[src/rtl/chip_reset_sequencer.sv]
// ----------------------------------------------------------------------------
// chip_reset_sequencer
//
// Bring-up and reset sequencer for the chip top. It waits for every readiness
// source to be stable and then releases the memory controller reset. It
// supervises calibration, with a timeout and a bounded number of retries.
// Once calibration is done it releases the downstream reset domains in order,
// with a fixed gap between releases.
//
// Ports
//   clk_i         sequencer clock
//   rst_ni        asynchronous active-low reset
//   src_ready_i   readiness sources (async, high = ready), 2-flop synchronised
//   cal_done_i    memory calibration complete (async), 2-flop synchronised
//   sw_rst_req_i  synchronous single-cycle restart request
//   mem_rst_o     active-high memory controller reset
//   dom_rst_no    active-low domain resets, bit 0 released first
//   ready_o       high in RUN only
//   fault_o       high in FAULT only
//   retry_cnt_o   calibration retries consumed
//   state_o       current state code
//
// state        | meaning
// -------------+--------------------------------------------------------------
// WAIT_SRC     | waiting for all readiness sources
// STABILIZE    | sources high; counting StableCycles before memory release
// CAL          | memory out of reset; waiting for calibration, with timeout
// RELEASE      | releasing domains one by one, ReleaseGap apart
// RUN          | everything released
// MEM_RECOVER  | calibration timed out; memory held in reset for StableCycles
// FAULT        | retries exhausted; left only by a software restart
// ----------------------------------------------------------------------------
module chip_reset_sequencer #(
    parameter int NumSrc           = 4,
    parameter int NumDomains       = 3,
    parameter int StableCycles     = 16,
    parameter int ReleaseGap       = 8,
    parameter int CalTimeoutCycles = 1000000,
    parameter int MaxRetries       = 3,
    localparam int RetryW = (MaxRetries > 0) ? $clog2(MaxRetries + 1) : 1
) (
    input  logic                  clk_i,
    input  logic                  rst_ni,
    input  logic [NumSrc-1:0]     src_ready_i,
    input  logic                  cal_done_i,
    input  logic                  sw_rst_req_i,
    output logic                  mem_rst_o,
    output logic [NumDomains-1:0] dom_rst_no,
    output logic                  ready_o,
    output logic                  fault_o,
    output logic [RetryW-1:0]     retry_cnt_o,
    output logic [2:0]            state_o
);

    typedef enum logic [2:0] {
        S_WAIT_SRC    = 3'd0,
        S_STABILIZE   = 3'd1,
        S_CAL         = 3'd2,
        S_RELEASE     = 3'd3,
        S_RUN         = 3'd4,
        S_MEM_RECOVER = 3'd5,
        S_FAULT       = 3'd6
    } state_e;

    // One shared down-counter serves every timed state, so it is sized for
    // the longest interval.
    localparam int CntMax0 = (StableCycles > ReleaseGap) ? StableCycles : ReleaseGap;
    localparam int CntMax  = (CntMax0 > CalTimeoutCycles) ? CntMax0 : CalTimeoutCycles;
    localparam int CntW    = $clog2(CntMax + 1);

    localparam logic [CntW-1:0]   StableLoad = CntW'(StableCycles - 1);
    localparam logic [CntW-1:0]   CalLoad    = CntW'(CalTimeoutCycles - 1);
    localparam logic [CntW-1:0]   GapLoad    = CntW'(ReleaseGap - 1);
    localparam logic [RetryW-1:0] RetryMax   = RetryW'(MaxRetries);

    logic [NumSrc-1:0]     src_meta_q, src_sync_q;
    logic                  cal_meta_q, cal_sync_q;
    state_e                state_q, state_d;
    logic [CntW-1:0]       cnt_q, cnt_d;
    logic [RetryW-1:0]     retry_cnt_q, retry_cnt_d;
    logic [NumDomains-1:0] dom_rst_q, dom_rst_d;
    logic                  mem_rst_q, mem_rst_d;
    logic                  ready_q, ready_d;
    logic                  fault_q, fault_d;
    logic                  all_ok;

    assign all_ok = &src_sync_q;

    always_comb begin
        state_d     = state_q;
        cnt_d       = cnt_q;
        retry_cnt_d = retry_cnt_q;
        dom_rst_d   = dom_rst_q;

        case (state_q)
            S_WAIT_SRC: begin
                if (all_ok) state_d = S_STABILIZE;
            end
            S_STABILIZE: begin
                if (!all_ok)              state_d = S_WAIT_SRC;
                else if (cnt_q == '0)     state_d = S_CAL;
                else                      cnt_d   = cnt_q - CntW'(1);
            end
            S_CAL: begin
                // A calibration done seen on the timeout cycle still wins.
                if (!all_ok)              state_d = S_WAIT_SRC;
                else if (cal_sync_q)      state_d = S_RELEASE;
                else if (cnt_q == '0) begin
                    if (retry_cnt_q < RetryMax) begin
                        state_d     = S_MEM_RECOVER;
                        retry_cnt_d = retry_cnt_q + RetryW'(1);
                    end else begin
                        state_d     = S_FAULT;
                    end
                end else begin
                    cnt_d = cnt_q - CntW'(1);
                end
            end
            S_RELEASE: begin
                if (!all_ok || !cal_sync_q) begin
                    state_d = S_WAIT_SRC;
                end else if (cnt_q == '0) begin
                    // Release the next domain; the shift fills from bit 0 up.
                    dom_rst_d = (dom_rst_q << 1) | NumDomains'(1);
                    if (&dom_rst_d) state_d = S_RUN;
                    else            cnt_d   = GapLoad;
                end else begin
                    cnt_d = cnt_q - CntW'(1);
                end
            end
            S_RUN: begin
                if (!all_ok || !cal_sync_q) state_d = S_WAIT_SRC;
            end
            S_MEM_RECOVER: begin
                if (cnt_q == '0) state_d = S_WAIT_SRC;
                else             cnt_d   = cnt_q - CntW'(1);
            end
            S_FAULT: begin
                state_d = S_FAULT;
            end
            default: begin
                state_d = S_WAIT_SRC;
            end
        endcase

        if (sw_rst_req_i) begin
            state_d     = S_WAIT_SRC;
            retry_cnt_d = '0;
        end

        if (state_d != state_q) begin
            case (state_d)
                S_STABILIZE, S_MEM_RECOVER: cnt_d = StableLoad;
                S_CAL:                      cnt_d = CalLoad;
                S_RELEASE:                  cnt_d = GapLoad;
                default:                    cnt_d = cnt_q;
            endcase
        end

        // Domains stay released only while releasing or running.
        if (state_d != S_RELEASE && state_d != S_RUN) dom_rst_d = '0;

        mem_rst_d = (state_d == S_WAIT_SRC) || (state_d == S_STABILIZE) ||
                    (state_d == S_MEM_RECOVER) || (state_d == S_FAULT);
        ready_d   = (state_d == S_RUN);
        fault_d   = (state_d == S_FAULT);
    end

    always_ff @(posedge clk_i or negedge rst_ni) begin
        if (!rst_ni) begin
            src_meta_q  <= '0;
            src_sync_q  <= '0;
            cal_meta_q  <= 1'b0;
            cal_sync_q  <= 1'b0;
            state_q     <= S_WAIT_SRC;
            cnt_q       <= '0;
            retry_cnt_q <= '0;
            dom_rst_q   <= '0;
            mem_rst_q   <= 1'b1;
            ready_q     <= 1'b0;
            fault_q     <= 1'b0;
        end else begin
            src_meta_q  <= src_ready_i;
            src_sync_q  <= src_meta_q;
            cal_meta_q  <= cal_done_i;
            cal_sync_q  <= cal_meta_q;
            state_q     <= state_d;
            cnt_q       <= cnt_d;
            retry_cnt_q <= retry_cnt_d;
            dom_rst_q   <= dom_rst_d;
            mem_rst_q   <= mem_rst_d;
            ready_q     <= ready_d;
            fault_q     <= fault_d;
        end
    end

    assign mem_rst_o   = mem_rst_q;
    assign dom_rst_no  = dom_rst_q;
    assign ready_o     = ready_q;
    assign fault_o     = fault_q;
    assign retry_cnt_o = retry_cnt_q;
    assign state_o     = state_q;

endmodule

[config.mk]
export PLATFORM = sky130hd
export DESIGN_NAME = chip_reset_sequencer
export DESIGN_NICKNAME = d
export VERILOG_FILES = /design/src/rtl/chip_reset_sequencer.sv
export SDC_FILE = /design/constraint.sdc
export NUM_CORES = 1
export LEC_CHECK = 0
export CAP_MARGIN = 20
export CELL_PAD_IN_SITES_DETAIL_PLACEMENT = 2
export CELL_PAD_IN_SITES_GLOBAL_PLACEMENT = 2
export CORE_ASPECT_RATIO = 0.9
export CORE_UTILIZATION = 41
export CTS_BUF_LIST = sky130_fd_sc_hd__clkbuf_8
export DETAILED_ROUTE_END_ITERATION = 6
export PLACE_DENSITY_LB_ADDON = 0.1
export SLEW_MARGIN = 20
export SYNTH_ARGS = -nofsm -noshare
export SYNTH_HDL_FRONTEND = slang
export SYNTH_SLANG_ARGS = --single-unit
[constraint.sdc]
create_clock -name clk_i -period 8.1 [get_ports clk_i]
set_clock_uncertainty 0.15 [all_clocks]
set_input_delay 0.81 -clock clk_i [delete_from_list [all_inputs] [get_ports clk_i]]
set_output_delay 0.81 -clock clk_i [all_outputs]
set_load 0.02 [all_outputs]
==> impl_metrics.tcl <==
set metrics [dict create \
    synth-warning-count 0 \
    grt_pass1_vias 2270 \
    hp-class "reg -> reg" \
    tns_ns 0 \
    post-route-period-util 0.5272 \
    cts_buffers 5 \
    arrival_ns 4.29 \
    via_per_inst 6.265 \
    wirelength_mm 7.215 \
    finalMaxSlewViolations 0 \
    worstReg2RegStart "cnt_q[0]" \
    synth-edff-count 0 \
    overflow 0 \
    antenna_cells 0 \
    power_frac_comb 0.171 \
    ys_seq_area_frac 0.4379 \
    fin_cells 332 \
    clkTransAtPathRegs_ns 0.08 \
    setup-violations-final 0 \
    portBuffers 18 \
    seqPwrFrac 0.488 \
    syn_nets 259 \
    preCtsSetupSlack_ns 3.992 \
    cts.repair.resized 0 \
    vdd_ir_drop_max_mv 0.1191 \
    worstPathMaxFanout 25 \
    hold_viol 0 \
    groute.usage.overall 0.2668 \
    synthArstFlopShare 1.000 \
    crit_end "cnt_q[17]" \
    power.total_w 0.0004894 \
    num_rows 25 \
    cts_setup_buffers 0 \
    grt_pass1_wl_mm 11.67 \
    clock_path_buffers 2 \
    mostFrequentLayoutCells "dfrtp_1, nor2_1, o21ai_1, a21oi_1, clkdlybuf4s50_1" \
    gp_congestion 0.7774 \
    syn-cell-area_mm2 0.002346 \
    antenna_found_initial 0 \
    final_common_cell "dfrtp_1" \
    clockRootBuffer "clkbuf_8" \
    p_switching_w 0.0001473 \
    fmax_mhz 234.2 \
    place_inst 324 \
    wire_per_inst_um 21.73 \
    die_area_mm2 0.006029 \
    worstSetupPathType "reg -> reg" \
    clockPowerShare 0.341 \
    firstDrtPassIters 4 \
    slew_headroom 0.2635 \
    clock-sinks 41 \
    die_w_um 81.74 \
    power.internal_w 0.0003422 \
    grt_max_degree 42 \
    reg2reg_slack_ns 3.83 \
    switching_share 0.3009 \
    r2r_cells 11 \
    ys_seq_elements 41 \
    start_util 0.4360 \
    finalCriticalPeriod_ns 4.270 \
    syn-instance-count 249 \
    maxCapViolCount 0 \
    setup_ws_ns 3.830 \
    die_h_um 73.76 \
    drt_iter0_drc 108 \
    cts_tree "yes" \
    io_pins 19 \
    ys_types 64 \
    ant_nets 0 \
    startpoint "cnt_q[0]" \
    critPathCaptureType "register" \
    hpwl_mm 5.197 \
    worstPathRequired_ns 8.12 \
    drive_gt1_frac 0.1283 \
    p_leak_nw 1.070 \
    drc 0 \
    holdPathStages 0 \
    vias 2080 \
    rsz0062_at_grt "no" \
    htree_levels 2 \
    ys.flop_type "dfrtp_1" \
    nets 274 \
    powerDensity_mw_per_mm2 184.4 \
    core-area_mm2 0.005380 \
    cts_hold_buf 0 \
    area_growth_syn_to_layout_pct 13.12 \
    clk_latency_ns 0.30 \
    syn_avg_cell_area_um2 9.422 \
    r2r_end "cnt_q[17]" \
    cp-start-kind "register" \
    outcome "finished clean" \
    worstMarginPinSlew_ns 1.096 \
]
## registers in the layout, indices dropped and copies added, names as in the netlist
| signal | count |
|---|---|
| cal_meta_q | 1 |
| cal_sync_q | 1 |
| cnt_q | 20 |
| dom_rst_no | 3 |
| fault_o | 1 |
| mem_rst_o | 1 |
| ready_o | 1 |
| retry_cnt_o | 2 |
| src_meta_q | 4 |
| src_sync_q | 4 |
| state_o | 3 |
## synth_stat cells (all sizes together) (3+ instances only)
cell type	number	area, um^2
dfrtp	40	1001
nor2	28	122.6
o21ai	26	130.1
a21oi	24	146.4
nor3	13	80.08
nand2b	10	62.56
nand3	10	55.05
nand2	9	41.29
inv	8	30.03
nor4	7	43.79
buf	5	43.79
clkbuf	5	18.77
or4	5	48.79
a31oi	4	25.02
nor3b	4	30.03
or3	4	25.02
a22oi	3	22.52
mux2i	3	30.03
nand4b	3	26.28
o211ai	3	27.52
## final cells by class
type	count	area [um^2]
fillers	576	2726
multi-input cells	190	1226
flip-flops and latches	41	1027
repair buffers	18	175.2
well taps	67	83.83
clock buffers	5	68.82
clock inverters	3	42.54
inverters	8	30.03
## through the flow
| stage | hold WS (ns) | utilization | cell area (um^2) |
|---|---|---|---|
| floorplan | 0.1812 | - | 2346 |
| global placement | 0.1830 | 0.4726 | 2542 |
| detailed placement | 0.1856 | 0.4726 | 2542 |
| CTS | 0.2052 | 0.4933 | 2654 |
| global route | 0.2100 | 0.4933 | 2654 |
| finish | 0.2012 | 0.4933 | 2654 |
## worst max-delay path: stages, from the launching register on
cell and delay (ns):
dfrtp_1 0.40, inv_1 0.12, ha_1 0.24, or3b_2 0.53, or4_4 0.56, nor2_4 0.20
a2111oi_0 0.14, nor3_1 0.70, a2bb2oi_4 0.62, nor2_4 0.16, nand2_1 0.21, o211ai_2 0.10
## power groups by stage
stage          clock, W  sequential, W  combinational (W)
4_1_cts        0.000170       0.000239          0.0000848
5_1_grt        0.000178       0.000241          0.0000931
3_5_place_dp          0       0.000243          0.0000837
6_report       0.000167       0.000239          0.0000839
3_3_place_gp          0       0.000240          0.0000782
2_1_floorplan         0       0.000235          0.0000592
## worst min path at each step
stage,start,end,slack [ns]
floorplan,cal_meta_q,cal_sync_q,0.18
global placement,cal_meta_q,cal_sync_q,0.18
detailed placement,src_meta_q[1],src_sync_q[1],0.19
CTS,src_meta_q[1],src_sync_q[1],0.21
global route,src_meta_q[1],src_sync_q[1],0.21
finish,src_meta_q[1],src_sync_q[1],0.20
## routing by layer
metal | vias up | wire (um) | GRT usage
li1 | 959 | - | -
met1 | 1055 | 3257 | 0.3398
met2 | 45 | 3515 | 0.4444
met3 | 21 | 263 | 0.05217
met4 | 0 | 179 | 0.1014
met5 | - | 0 | 0
## logic make-up (layout without fill, tap and decap cells)
logic type	Yosys count	count (layout)	synth area share
simple gates	104	104	0.2645
xor+xnor	1	1	0.003734
compound gates	80	80	0.2309
fa+ha+maj	2	2	0.01066
flops	41	41	0.4379
mux	3	3	0.01280
buf+inv	18	34	0.03947
(Power assumes the default switching activity.)
